--- config.mk ---
export PLATFORM = sky130hd
export DESIGN_NAME = sdrc_xfr_responder
export DESIGN_NICKNAME = d
export VERILOG_FILES = /design/src/rtl/sdrc_xfr_responder.sv
export SDC_FILE = /design/constraint.sdc
export NUM_CORES = 1
export LEC_CHECK = 0
export ABC_AREA = 1
export CORE_MARGIN = 3
export CORE_UTILIZATION = 55
export CTS_BUF_LIST = sky130_fd_sc_hd__clkbuf_4 sky130_fd_sc_hd__clkbuf_8 sky130_fd_sc_hd__clkbuf_16
export DETAILED_ROUTE_END_ITERATION = 12
export PLACE_DENSITY = 0.86
export SETUP_SLACK_MARGIN = 0.15
export SYNTH_ARGS = -nofsm -noshare
export SYNTH_HDL_FRONTEND = slang
export SYNTH_SLANG_ARGS = --single-unit
--- constraint.sdc ---
create_clock -name clk -period 3.9 [get_ports clk]
set_input_delay 0.39 -clock clk [delete_from_list [all_inputs] [get_ports clk]]
set_output_delay 0.39 -clock clk [all_outputs]
set_load 0.005 [all_outputs]
--- src/rtl/sdrc_xfr_responder.sv ---
`default_nettype none
// ============================================================================
// Module   : sdrc_xfr_responder
// Purpose  : Responder end of the bank-FSM -> transfer handshake. Accepts
//            PRE/ACT/RD/WR requests, acks them combinationally, issues
//            registered SDRAM commands, runs single-beat RD/WR bursts with
//            column stepping, reports per-bank readiness and (optionally)
//            owns the auto-refresh sequence.
// Config   : SDRC_AUTO_RFSH_EN - when defined, adds the refresh interval
//            timer and the PRE-all / REFRESH sequence. When undefined the
//            refresh logic is absent and x2b_refresh is tied low.
// Revision : 1.0 - initial release
// ============================================================================
module sdrc_xfr_responder #(
  parameter int BANK_ID = 0,
  parameter int LEN_W   = 12,
  parameter int CL_MAX  = 3
) (
  input  logic             clk,
  input  logic             reset,
  input  logic             b2x_req,
  input  logic [1:0]       b2x_cmd,
  input  logic [12:0]      b2x_addr,
  input  logic [LEN_W-1:0] b2x_len,
  input  logic             b2x_wrap,
  input  logic [3:0]       b2x_id,
  output logic             x2b_ack,
  output logic             x2b_pre_ok,
  output logic             x2b_act_ok,
  output logic             x2b_rdok,
  output logic             x2b_wrok,
  output logic             xfr_ok,
  output logic             x2b_refresh,
  input  logic [3:0]       twr_delay,
  input  logic [3:0]       trrd_delay,
  input  logic [3:0]       trp_delay,
  input  logic [3:0]       trc_delay,
  input  logic [1:0]       cas_latency,
  input  logic [11:0]      rfsh_time,
  output logic [3:0]       sdr_cmd,
  output logic [12:0]      sdr_addr,
  output logic [1:0]       sdr_ba,
  output logic             x2a_wrnext,
  output logic             x2a_rdvalid,
  output logic [3:0]       x2a_id
);

  // SDRAM command encodings {cs_n, ras_n, cas_n, we_n}
  localparam logic [3:0] c_cmd_desel = 4'b1111;
  localparam logic [3:0] c_cmd_noop  = 4'b0111;
  localparam logic [3:0] c_cmd_act   = 4'b0011;
  localparam logic [3:0] c_cmd_rd    = 4'b0101;
  localparam logic [3:0] c_cmd_wr    = 4'b0100;
  localparam logic [3:0] c_cmd_pre   = 4'b0010;
  localparam logic [3:0] c_cmd_ref   = 4'b0001;

  // Request encodings on b2x_cmd
  localparam logic [1:0] c_req_pre = 2'b00;
  localparam logic [1:0] c_req_act = 2'b01;
  localparam logic [1:0] c_req_rd  = 2'b10;
  localparam logic [1:0] c_req_wr  = 2'b11;

  localparam logic [1:0] c_bank = BANK_ID[1:0];

  typedef enum logic [2:0] {
    ST_IDLE   = 3'd0,
    ST_XFR    = 3'd1,
    ST_RF_PRE = 3'd2,
    ST_RF_TRP = 3'd3,
    ST_RF_CMD = 3'd4,
    ST_RF_TRC = 3'd5
  } state_t;

  state_t           r_state, w_state_nxt;

  logic [3:0]       r_cmd, w_cmd_nxt;
  logic [12:0]      r_addr, w_addr_nxt;
  logic [12:0]      r_col, w_col_nxt;
  logic [LEN_W-1:0] r_left, w_left_nxt;
  logic             r_wrap, w_wrap_nxt;
  logic             r_is_wr, w_is_wr_nxt;
  logic [3:0]       r_xfr_id, w_xfr_id_nxt;
  logic             r_wrnext, w_wrnext_nxt;

  logic [3:0]       r_twr_cnt, r_trrd_cnt;
  logic             w_twr_load, w_trrd_load;

  logic [CL_MAX:1]  r_rd_sr;
  logic [3:0]       r_rd_id [1:CL_MAX];
  logic [1:0]       w_cl;
  logic             w_rdvalid;
  logic [3:0]       w_rd_id;

  logic             w_rfsh_pend;
  logic             w_cmd_ok;
  logic             w_idle_ok;

`ifdef SDRC_AUTO_RFSH_EN
  logic [11:0]      r_rfsh_cnt;
  logic             r_rfsh_pend;
  logic [3:0]       r_wait;
  logic             w_wait_load;
  logic [3:0]       w_wait_val;
  logic             w_rfsh_done;
  logic             r_refresh, w_refresh_nxt;

  // Expiry counts as pending in the same cycle so a simultaneous request loses.
  assign w_rfsh_pend = r_rfsh_pend | (r_rfsh_cnt == 12'd1);
  assign x2b_refresh = r_refresh;
`else
  logic             w_unused_cfg;

  assign w_unused_cfg = ^{rfsh_time, trp_delay, trc_delay};
  assign w_rfsh_pend  = 1'b0;
  assign x2b_refresh  = 1'b0;
`endif

  // Column stepping: wrap keeps the aligned 8-word block, otherwise linear.
  function automatic logic [12:0] f_next_col(input logic [12:0] col, input logic wrap);
    if (wrap) begin
      return {col[12:3], col[2:0] + 3'd1};
    end
    return col + 13'd1;
  endfunction

  // RD/WR never use auto-precharge, so A10 is always driven low.
  function automatic logic [12:0] f_no_ap(input logic [12:0] a);
    return {a[12:11], 1'b0, a[9:0]};
  endfunction

  // Readiness flags; all held low while reset is asserted.
  assign w_idle_ok  = ~reset & (r_state == ST_IDLE) & ~w_rfsh_pend;
  assign x2b_pre_ok = ~reset & (r_twr_cnt == 4'd0);
  assign x2b_act_ok = ~reset & (r_trrd_cnt == 4'd0) & ~w_rfsh_pend;
  assign x2b_rdok   = w_idle_ok;
  assign x2b_wrok   = w_idle_ok;
  assign xfr_ok     = w_idle_ok;

  // Per-command permission for the incoming request.
  always_comb begin
    w_cmd_ok = 1'b0;
    case (b2x_cmd)
      c_req_pre: w_cmd_ok = x2b_pre_ok;
      c_req_act: w_cmd_ok = x2b_act_ok;
      c_req_rd:  w_cmd_ok = x2b_rdok;
      c_req_wr:  w_cmd_ok = x2b_wrok;
      default:   w_cmd_ok = 1'b0;
    endcase
  end

  assign x2b_ack = b2x_req & (r_state == ST_IDLE) & ~w_rfsh_pend & w_cmd_ok;

  assign sdr_cmd    = r_cmd;
  assign sdr_addr   = r_addr;
  assign sdr_ba     = c_bank;
  assign x2a_wrnext = r_wrnext;

  // State register.
  always_ff @(posedge clk) begin
    if (reset) begin
      r_state <= ST_IDLE;
    end else begin
      r_state <= w_state_nxt;
    end
  end

  // Next-state and next-command decode.
  always_comb begin
    w_state_nxt  = r_state;
    w_cmd_nxt    = c_cmd_noop;
    w_addr_nxt   = r_addr;
    w_col_nxt    = r_col;
    w_left_nxt   = r_left;
    w_wrap_nxt   = r_wrap;
    w_is_wr_nxt  = r_is_wr;
    w_xfr_id_nxt = r_xfr_id;
    w_wrnext_nxt = 1'b0;
    w_twr_load   = 1'b0;
    w_trrd_load  = 1'b0;
`ifdef SDRC_AUTO_RFSH_EN
    w_wait_load   = 1'b0;
    w_wait_val    = 4'd0;
    w_rfsh_done   = 1'b0;
    w_refresh_nxt = 1'b0;
`endif
    case (r_state)
      ST_IDLE: begin
        if (x2b_ack) begin
          case (b2x_cmd)
            c_req_pre: begin
              w_cmd_nxt  = c_cmd_pre;
              w_addr_nxt = f_no_ap(b2x_addr);
            end
            c_req_act: begin
              w_cmd_nxt   = c_cmd_act;
              w_addr_nxt  = b2x_addr;
              w_trrd_load = 1'b1;
            end
            default: begin
              // RD or WR: first beat goes out now, the rest from ST_XFR.
              w_cmd_nxt    = (b2x_cmd == c_req_wr) ? c_cmd_wr : c_cmd_rd;
              w_addr_nxt   = f_no_ap(b2x_addr);
              w_col_nxt    = f_next_col(b2x_addr, b2x_wrap);
              w_left_nxt   = (b2x_len == '0) ? '0 : b2x_len - LEN_W'(1);
              w_wrap_nxt   = b2x_wrap;
              w_is_wr_nxt  = (b2x_cmd == c_req_wr);
              w_xfr_id_nxt = b2x_id;
              w_wrnext_nxt = (b2x_cmd == c_req_wr);
              w_state_nxt  = ST_XFR;
            end
          endcase
        end
`ifdef SDRC_AUTO_RFSH_EN
        else if (w_rfsh_pend && (r_twr_cnt == 4'd0)) begin
          w_cmd_nxt   = c_cmd_pre;
          w_addr_nxt  = 13'h0400;
          w_state_nxt = ST_RF_PRE;
        end
`endif
      end
      ST_XFR: begin
        if (r_left == '0) begin
          // Last beat is on the bus this cycle.
          w_state_nxt = ST_IDLE;
          w_twr_load  = r_is_wr;
        end else begin
          w_cmd_nxt    = r_is_wr ? c_cmd_wr : c_cmd_rd;
          w_addr_nxt   = f_no_ap(r_col);
          w_col_nxt    = f_next_col(r_col, r_wrap);
          w_left_nxt   = r_left - LEN_W'(1);
          w_wrnext_nxt = r_is_wr;
        end
      end
`ifdef SDRC_AUTO_RFSH_EN
      ST_RF_PRE: begin
        w_wait_load = 1'b1;
        w_wait_val  = trp_delay;
        w_state_nxt = ST_RF_TRP;
      end
      ST_RF_TRP: begin
        if (r_wait == 4'd0) begin
          w_cmd_nxt     = c_cmd_ref;
          w_refresh_nxt = 1'b1;
          w_state_nxt   = ST_RF_CMD;
        end
      end
      ST_RF_CMD: begin
        w_wait_load = 1'b1;
        w_wait_val  = trc_delay;
        w_state_nxt = ST_RF_TRC;
      end
      ST_RF_TRC: begin
        if (r_wait == 4'd0) begin
          w_rfsh_done = 1'b1;
          w_state_nxt = ST_IDLE;
        end
      end
`endif
      default: begin
        w_state_nxt = ST_IDLE;
      end
    endcase
  end

  // Command/address outputs and burst bookkeeping.
  always_ff @(posedge clk) begin
    if (reset) begin
      r_cmd    <= c_cmd_desel;
      r_addr   <= 13'd0;
      r_col    <= 13'd0;
      r_left   <= '0;
      r_wrap   <= 1'b0;
      r_is_wr  <= 1'b0;
      r_xfr_id <= 4'd0;
      r_wrnext <= 1'b0;
    end else begin
      r_cmd    <= w_cmd_nxt;
      r_addr   <= w_addr_nxt;
      r_col    <= w_col_nxt;
      r_left   <= w_left_nxt;
      r_wrap   <= w_wrap_nxt;
      r_is_wr  <= w_is_wr_nxt;
      r_xfr_id <= w_xfr_id_nxt;
      r_wrnext <= w_wrnext_nxt;
    end
  end

  // tWR and tRRD timers: load on event, count down and hold at zero.
  always_ff @(posedge clk) begin
    if (reset) begin
      r_twr_cnt  <= 4'd0;
      r_trrd_cnt <= 4'd0;
    end else begin
      if (w_twr_load) begin
        r_twr_cnt <= twr_delay;
      end else if (r_twr_cnt != 4'd0) begin
        r_twr_cnt <= r_twr_cnt - 4'd1;
      end
      if (w_trrd_load) begin
        r_trrd_cnt <= trrd_delay;
      end else if (r_trrd_cnt != 4'd0) begin
        r_trrd_cnt <= r_trrd_cnt - 4'd1;
      end
    end
  end

  // Read-valid delay line: each RD on the bus emerges cas_latency cycles later.
  always_ff @(posedge clk) begin
    if (reset) begin
      r_rd_sr <= '0;
      for (int k = 1; k <= CL_MAX; k++) begin
        r_rd_id[k] <= 4'd0;
      end
    end else begin
      r_rd_sr[1] <= (r_cmd == c_cmd_rd);
      r_rd_id[1] <= r_xfr_id;
      for (int k = 2; k <= CL_MAX; k++) begin
        r_rd_sr[k] <= r_rd_sr[k-1];
        r_rd_id[k] <= r_rd_id[k-1];
      end
    end
  end

  // A latency of 0 is treated as 1; anything above CL_MAX uses the last tap.
  assign w_cl = (cas_latency == 2'd0) ? 2'd1 : cas_latency;

  // Tap select for the read-valid delay line.
  always_comb begin
    w_rdvalid = 1'b0;
    w_rd_id   = 4'd0;
    for (int k = 1; k <= CL_MAX; k++) begin
      if ((k == int'(w_cl)) || ((k == CL_MAX) && (int'(w_cl) > CL_MAX))) begin
        w_rdvalid = r_rd_sr[k];
        w_rd_id   = r_rd_id[k];
      end
    end
  end

  assign x2a_rdvalid = w_rdvalid;
  assign x2a_id      = w_rdvalid ? w_rd_id : r_xfr_id;

`ifdef SDRC_AUTO_RFSH_EN
  // Refresh interval timer and pending flag.
  always_ff @(posedge clk) begin
    if (reset) begin
      r_rfsh_cnt  <= 12'd0;
      r_rfsh_pend <= 1'b0;
    end else if (w_rfsh_done) begin
      r_rfsh_pend <= 1'b0;
      r_rfsh_cnt  <= rfsh_time;
    end else if (r_rfsh_cnt == 12'd1) begin
      r_rfsh_cnt  <= 12'd0;
      r_rfsh_pend <= 1'b1;
    end else if ((r_rfsh_cnt == 12'd0) && !r_rfsh_pend) begin
      r_rfsh_cnt  <= rfsh_time;
    end else if (r_rfsh_cnt != 12'd0) begin
      r_rfsh_cnt  <= r_rfsh_cnt - 12'd1;
    end
  end

  // tRP/tRC wait counter and REFRESH notice pulse.
  always_ff @(posedge clk) begin
    if (reset) begin
      r_wait    <= 4'd0;
      r_refresh <= 1'b0;
    end else begin
      r_refresh <= w_refresh_nxt;
      if (w_wait_load) begin
        r_wait <= w_wait_val;
      end else if (r_wait != 4'd0) begin
        r_wait <= r_wait - 4'd1;
      end
    end
  end
`endif

endmodule
`default_nettype wire

# Yosys cells after proc, flatten, opt, wreduce, memory -nomap -nowiden
# Memories as Yosys holds them, arrays and structs flattened.
# Cells that the tools add are included.
# op_classes
reduce_logical	19
mux	62
bitwise	10
add_sub_neg	8
eq_ne	13
# ops
cell	count
two-way mux 13 bit	8
case mux 13 bit (2 select lines)	2
two-way mux 12 bit	4
two-way mux 4 bit	11
adder 13 x 1 -> 13 bit (second input constant)	2
zero test 12 bit	2
case mux 12 bit (2 select lines)	1
subtractor 12 x 1 -> 12 bit (second input constant)	2
two-way mux 1 bit	23
two-way mux 3 bit	5
case mux 3 bit (2 select lines)	2
two-way mux 11 bit	1
AND reduction 3 bit	3
zero test 4 bit	2
!= test 2 bit (second input constant)	4
case mux 4 bit (2 select lines)	1
nonzero test 4 bit	2
subtractor 4 x 1 -> 4 bit (second input constant)	2
adder 3 x 1 -> 3 bit (second input constant)	2
nonzero test 2 bit	3
bitwise AND 1 bit	5
AND reduction 5 bit	1
equality test 2 bit (first input constant)	2
equality test 2 bit (second input constant)	2
other kinds (14)	20
# totals
mem_bits_rw	12
in_bits	65
regBits	63
memories	1
elab_cells	126
# memory_table
name	depth	width	read_ports	rd_clocked_by_memory_dff	wr	line	source
r_rd_id	3	4	3	0	3	89	logic [3:0] r_rd_id [1:CL_MAX];

# Depth between registers and ports, before layout
# Gate-level depths: netlist (run 1).
# depth
depth_word	10
ltp_mapped	12
mapped_depth_nobuf	12

# Worst setup path after synthesis (run 1)
# Ideal clock, no wire load.
# synth_timing
kind	input to output
start	input port cas_latency[1]
end	output port x2a_id[0]
setup_slack_ps	2293
n_path_buf	1
arrival_time_ps	1217
cell_stages	7
cell_sequence	clkbuf_2 > inv_1 > nor2_1 > nand2_1 > o211ai_2 > nor2_1 > a21oi_1
# synth_via
elab_chain_len	7
word_cells_on_any_way	12
# synth_lines
element	line	source
from (decl)	38	input logic [1:0] cas_latency,
zero test 2 bit	325	assign w_cl = (cas_latency == 2'd0) ? 2'd1 : cas_latency;
two-way mux 2 bit *	325	
equality test 2 bit	332	if ((k == int'(w_cl)) || ((k == CL_MAX) && (int'(w_cl) > CL_MAX))) begin
two-way mux 1 bit (2 in a row)	332	
two-way mux 1 bit *	332	
via x2a_rdvalid	44	output logic x2a_rdvalid,
two-way mux 4 bit *	340	assign x2a_id = w_rdvalid ? w_rd_id : r_xfr_id;
to (decl)	45	output logic [3:0] x2a_id
# Mark *: on every way through the listed nets, which the timed path passes. The rest lies on a longest branch.

# Final worst setup path (run 1)
# layout_timing
start	register r_state[0]
end	output port x2b_ack
# layout_via
elab_chain_len	4
word_cells_on_any_way	5
# layout_lines
element	line	source
from (decl)	74	state_t r_state, w_state_nxt;
from (signal assigned)	163	r_state <= w_state_nxt;
zero test 3 bit *	132, 151	
bitwise AND 1 bit	132	assign w_idle_ok = ~reset & (r_state == ST_IDLE) & ~w_rfsh_pend;
case mux 1 bit (3 select lines)	142	case (b2x_cmd)
bitwise AND 1 bit *	151	assign x2b_ack = b2x_req & (r_state == ST_IDLE) & ~w_rfsh_pend & w_cmd_ok;
to (decl)	27	output logic x2b_ack,
# Every way passes the cells marked *; elsewhere a longest branch is shown, timed or not.

==> results.md, run 1 <==
* Ys async rst share at 0
* Vias per inst at between 5 and 6
* DRC at 0
* Vias in the first global route at about 4.3k
* DRT Pass-1 Iters at 5
* Largest family of logic cells by synthesized area: simple AND/OR/NAND/NOR gates
* Slowest CP cell: dfxtp_1
* TritonCTS clock tree: built
* CP arrival at 2.51 ns
* Routed WL at 11000 um
* Fmax at roughly 340 MHz
* Layout area overhead at 20.8%
* Per-cell routed wire length at 12.7 um
* Die Ht at around 96 um
* GRT Overall Usage at 0.249
* Core area at between 0.007 and 0.008 mm2
* Max-Cap Viols at 0
* Mux share of post-synthesis cell area at 0.00226
* Compound-Gate Fraction of Synth Area at 0.140
* Layout cells sized above 1 at 0.0468
* Detailed Place HPWL at approximately 8300 um
* Most common cell in the netlist: nor2_1
* Slew HR at 0.574
* Setup violators final at 0
* Crit end category: output port
* Largest net degree at the start of global routing at 29
* Buf+Inv Stages, Crit Path at 3
* Crit-path max cell delay at ~0.74 ns
* CP Class: reg2out
* Gpl congestion at between 0.8 and 0.9
* RSZ-0062 raised after global routing: no
* First-pass GRT wire length at about 19000 um
* Clock root cell: clkbuf_8
* Final global-route overflow total at 0
* Adder-Cell Fraction of Synth Area at 0.0423
* Num CTS Buffers at 9
* CP Max Fanout at 23
* Post-Synth Simple-Gate Area at 0.343
* Period utilization at 0.744
* Count of state elements after synthesis at 73
* Combinational fraction of design power at 0.376
* Slew @ Worst Pin at 0.638 ns
* Critical path data required time at ~3.5 ns
* Pleak at about 0.0024 uW
* Reg clk slew, reported paths at around 0.090 ns
* DRT iter0 DRCs at between 200 and 300
* Synth top area cells: dfxtp_1 33%, nor2_1 13%, nand2_1 12%
* Ys flop type: dfxtp_1
* Post-Syn Area at 0.00444 mm2
* Die width at ~96 um
* Cell taking the most area after synthesis: dfxtp_1
* Internal power at around 1500 uW
* Overall power at approximately 2400 uW
* Status: completed
* Initial core utilization at 0.571
* Post-layout util at 0.690
* Peak supply drop at 0.315 mV
* Most frequent cells after synthesis: 154 x nor2_1, 140 x nand2_1, 84 x inv_1
* Clock Skew at between 0.01 and 0.015 ns
* PostCTS Resize Cnt at 0
* Power per cell area at 457 mW/mm2
* Later-pin clock latency in the skew report at roughly 0.35 ns
* Clk network pwr share at 0.229
* Maximum buffer depth of the clock tree at 2
* Unique masters post-synth at 37
* Ant diodes at 0
* Clock sink count at 73
* Setup_tns at 0 ns
* Hold buffers post-CTS at 0
* Final Net Count at between 800 and 900
* Antenna violations before repair at 0
* Top-Level Pins at 97
* Sw Ratio at 0.386
* CTS H-Tree Depth at 3
* Psw at about 950 uW
* Hold Vio Cnt, Final at 0
* # port buffers at 73
* Die area at 0.00918 mm2
* Post-synth EDFFs at 0
* Sequential fraction of the synthesis area at 0.329
* Vias at 4580
* Post-synth top area share at 0.329
* CP startpoint kind: flip-flop
* Xor/xnor share of the synthesized area at 0.0336
* Fillcell total at between 600 and 700
* Avg Inst Size Synth at ~6.3 um2
* HP Class: reg2reg
* Top cell family by delay on the critical path: buffers and inverters
* Synth warnings at 0
* Multi-input logic area at 0.00250 mm2
* Post-route minimum period at ~2.9 ns
* # rows at 32
* Flop pwr share at 0.395
* Slew Viols, Final at 0
* Routed Antenna Nets at 0
* FF/Latch Area at around 0.0015 mm2
* Setup bufs post-CTS at 0
* Mapped Cells at 700
* CP cell instances: clkinv_2, nand2_1, a21oi_4, nand2_2, inv_2, clkdlybuf4s50_1
==> power groups by stage <==
stage	Combinational, uW	Clock (uW)	Sequential (uW)
detailed placement	912	0	978
floorplan	660	0	955
CTS	918	568	964
global route	1050	600	982
finish	921	561	967
global placement	873	0	975
==> layer usage <==
layer  vias up  part of all wire  GRT usage
met3        14             0.064     0.0594
met2       158              0.47      0.420
met5         -                 0          0
met1      2064              0.45      0.314
li1       2344                 -          -
met4         0             0.015     0.0735
==> flip-flops by register name, summed over array words and instances, names as in the netlist <==
register    flops
r_twr_cnt       4
r_is_wr         1
r_trrd_cnt      4
sdr_addr       13
r_wrap          1
r_col          13
r_rd_sr         3
r_rd_id        12
sdr_cmd         4
r_left         12
r_xfr_id        4
x2a_wrnext      1
r_state         1
==> cells in the final DEF, fill, tap and decap left out, types with 13 or more instances in the layout <==
master,n
inv_1,84
nand4_1,13
o21ai_1,13
clkdlybuf4s50_1,73
nand2_1,140
a21oi_1,30
nor2_1,154
nand3_1,42
ha_1,15
dfxtp_1,73
o21ai_0,61
==> per-stage QoR <==
step                setup slack (ns)  hold slack (ns)  cells  cell area [um2]
finish                         0.998            0.424    871             5360
detailed placement              1.05            0.415    855             5170
global route                   0.835            0.449    871             5360
CTS                             1.01            0.427    871             5360
floorplan                       2.29            0.403    702             4440
global placement                1.07            0.407    855             5170
==> logic make-up after synthesis <==
kind of cell	Yosys count
AND/OR/NAND/NOR	365
AO/OA/AOI/OAI	115
buffers and inverters	113
flip-flops	73
XOR/XNOR	17
adder cells (fa/ha/maj)	15
other	1
multiplexers	1
==> path summary, 6_finish.rpt <==
check,from,end,slack (ns),depth (start not counted)
max,r_state[0],x2b_ack,1.0,6
min,sdr_cmd[3],r_rd_sr[1],0.42,1
max reg2reg,r_state[0],r_col[5],1.61,8
min reg2reg,sdr_cmd[3],r_rd_sr[1],0.42,1
==> area by class of cell <==
type                    count  share of cell area
multi-input cells         516               0.466
flip-flops and latches     73               0.273
repair buffers             76               0.141
inverters                  88              0.0619
well taps                 102              0.0238
clock buffers               9              0.0231
clock inverters             7              0.0117
No activity file was read; power rests on OpenSTA's default activity.
==> run 2, diff against run 1 <==
--- a/config.mk
+++ b/config.mk
@@ -7,10 +7,10 @@
 export LEC_CHECK = 0
 export ABC_AREA = 1
 export CORE_MARGIN = 3
-export CORE_UTILIZATION = 55
+export CORE_UTILIZATION = 51
 export CTS_BUF_LIST = sky130_fd_sc_hd__clkbuf_4 sky130_fd_sc_hd__clkbuf_8 sky130_fd_sc_hd__clkbuf_16
 export DETAILED_ROUTE_END_ITERATION = 12
-export PLACE_DENSITY = 0.86
+export PLACE_DENSITY = 0.8
 export SETUP_SLACK_MARGIN = 0.15
 export SYNTH_ARGS = -nofsm -noshare
 export SYNTH_HDL_FRONTEND = slang
==> constraint.sdc (replaced) <==
create_clock -name clk -period 2.89 [get_ports clk]
set_input_delay 0.289 -clock clk [delete_from_list [all_inputs] [get_ports clk]]
set_output_delay 0.289 -clock clk [all_outputs]
set_load 0.005 [all_outputs]
==> run 2 against run 1 <==
Compared with the run above:
- final area rose by 0.72%
- first-iteration DRC count decreased by 7.1%
- hold slack worse by 0.0061 ns
- combinational power rose by 36%
- register-to-register slack got worse by 0.64 ns
- clock skew decreased by 0.0013 ns
- via count down 0.50%
- wire length increased by 1.4%
- sequential share of layout area shrank 0.20 points
- setup slack worse by 0.57 ns
- largest power group unchanged
- highest routed layer unchanged
==> results.md, run 2 (synthesized netlist as in run 1, its figures left out) <==
* Per-cell routed wire length at 12.8 um (+0.67%)
* Setup bufs post-CTS at 0 (unchanged)
* PostCTS Resize Cnt at 0 (unchanged)
* Initial core utilization at 0.532 (-0.0392)
* Routed WL at 11200 um (+1.4%)
* Die width at 99.3 um (+3.6%)
* Sw Ratio at 0.371 (-0.0155)
* Critical path data required time at 2.60 ns (-0.91 ns)
* Vias in the first global route at 4314 (+0.56%)
* Met2 usage at 0.390 (-0.0299)
* Peak supply drop at 0.445 mV (+42%)
* Flop pwr share at 0.386 (-0.009)
* Gpl congestion at 0.844 (-3.0%)
* TritonCTS clock tree: built
* Combinational fraction of design power at 0.372 (-0.004)
* WHS at 0.418 ns (-0.00606 ns)
* Clock Skew at 0.0115 ns (-0.00127 ns)
* Fmax at 406 MHz
* Later-pin clock latency in the skew report at 0.35 ns (about the same)
* M3 GR Usage at 0.0407 (-0.0187)
* Top-Level Pins at 97 (unchanged)
* CP Max Fanout at 9 (-61%)
* FF-to-FF path depth at 9 (+1)
* HP Class: reg2reg
* Reg clk slew, reported paths at 0.09 ns (about the same)
* Crit end category: output port
* Max-Cap Viols at 0 (unchanged)
* Hold Crit Depth at 2 (+1)
* Detailed Place HPWL at 8300 um (-0.46%)
* Status: completed
* # rows at 33 (+3.1%)
* Clk network pwr share at 0.242 (+0.013)
* Met1 Use GR at 0.307 (-0.00696)
* Power per cell area at 623 mW/mm2 (+36%)
* Psw at 1250 uW (+32%)
* Layout area overhead at 21.7%
* CTS H-Tree Depth at 3 (unchanged)
* Vias at 4557 (-0.50%)
* RSZ-0062 raised after global routing: no
* Maximum buffer depth of the clock tree at 2 (unchanged)
* Hold Vio Cnt, Final at 0 (unchanged)
* Ant diodes at 0 (unchanged)
* Hold buffers post-CTS at 0 (unchanged)
* Setup_tns at 0 ns (unchanged)
* Clock sink count at 73 (unchanged)
* Final Net Count at 847 (+0.36%)
* Num CTS Buffers at 9 (unchanged)
* GRT Overall Usage at 0.231 (-0.0171)
* Routed Antenna Nets at 0 (unchanged)
* Commonest non-fill, non-tap cell in the layout: nor2_1
* CP arrival at 2.18 ns (-0.33 ns)
* Most frequent cells in the layout: 154 x nor2_1, 140 x nand2_1, 84 x inv_1
* Vias per inst at 5.20 (-1.2%)
* Core area at 0.00834 mm2 (+7.4%)
* Pre-CTS setup slack at 0.424 ns (-0.624 ns)
* Die Ht at 99.3 um (+3.6%)
* DRT Pass-1 Iters at 7 (+2)
* Period utilization at 0.853
* Die area at 0.00985 mm2 (+7.4%)
* Worst Setup Slack, final at 0.424 ns (-0.574 ns)
* Gr busiest metal: met2
* Pleak at 0.00244 uW (+1.0%)
* CP Class: in2out
* First-pass GRT wire length at 19100 um (+2.9%)
* Largest net degree at the start of global routing at 36 (+24%)
* Post-route minimum period at around 2.5 ns
* Antenna violations before repair at 0 (unchanged)
* Clock root cell: clkbuf_8
* Internal power at 2120 uW (+41%)
* Final global-route overflow total at 0 (unchanged)
* Setup violators final at 0 (unchanged)
* DRT iter0 DRCs at 261 (-7.1%)
* CP startpoint kind: input pin
* Layout cells sized above 1 at 0.0505 (+0.00370)
* Fillcell total at 755 (+13%)
* Slew Viols, Final at 0 (unchanged)
* # port buffers at 73 (unchanged)
* DRC at 0 (unchanged)
[run 2: power by group through the flow]
stage	clock, uW	combinational (uW)	sequential (uW)
floorplan	0	890	1290
global placement	0	1190	1310
detailed placement	0	1240	1320
CTS	824	1250	1300
global route	873	1430	1320
finish	813	1250	1300
[run 2: per-stage QoR]
step	util	cells	power [uW]	cell area (um2)
final	0.647	877	3360	5400
after global routing	0.647	877	3620	5400
after CTS	0.647	877	3370	5400
after detailed placement	0.623	861	2560	5200
after global placement	0.623	861	2500	5200
after floorplan	-	702	2180	4440
[run 2: routing by layer]
metal  wire length [um]  part of all wire
met5                  0                 0
met4                113             0.010
met3                598             0.053
met2               5180              0.46
met1               5300              0.47
[run 2: final timing paths]
kind | start | end | slack, ns
max | cas_latency[1] | x2a_id[3] | 0.42
min | r_rd_id[0][11] | r_rd_id[0][15] | 0.42
max reg2reg | r_twr_cnt[1] | r_col[4] | 0.97
min reg2reg | r_rd_id[0][11] | r_rd_id[0][15] | 0.42
[run 2: critical path, stage by stage]
cell	delay, ns
clkdlybuf4s50_1	0.62
nand2_1	0.09
inv_1	0.15
nand2_1	0.08
o211ai_2	0.18
nor2_1	0.10
a21oi_1	0.15
clkdlybuf4s50_1	0.52
[run 2: layout make-up]
| type | instances | area (um2) | share of cell area |
|---|---|---|---|
| Tap cell | 105 | 131 | 0.0243 |
| Clock inverter | 6 | 67.6 | 0.0125 |
| Sequential cell | 73 | 1460 | 0.271 |
| Clock buffer | 10 | 131 | 0.0243 |
| Multi-Input combinational cell | 516 | 2500 | 0.463 |
| Timing Repair Buffer | 79 | 776 | 0.144 |
| Inverter | 88 | 332 | 0.0614 |
==> run 3, diff against run 2 <==
--- a/config.mk
+++ b/config.mk
@@ -9,6 +9,7 @@
 export CORE_MARGIN = 3
 export CORE_UTILIZATION = 51
 export CTS_BUF_LIST = sky130_fd_sc_hd__clkbuf_4 sky130_fd_sc_hd__clkbuf_8 sky130_fd_sc_hd__clkbuf_16
+export CTS_CLUSTER_SIZE = 16
 export DETAILED_ROUTE_END_ITERATION = 12
 export PLACE_DENSITY = 0.8
 export SETUP_SLACK_MARGIN = 0.15
==> results of run 3 <==
Final layout, timing and power as in run 2 (identical DEF).
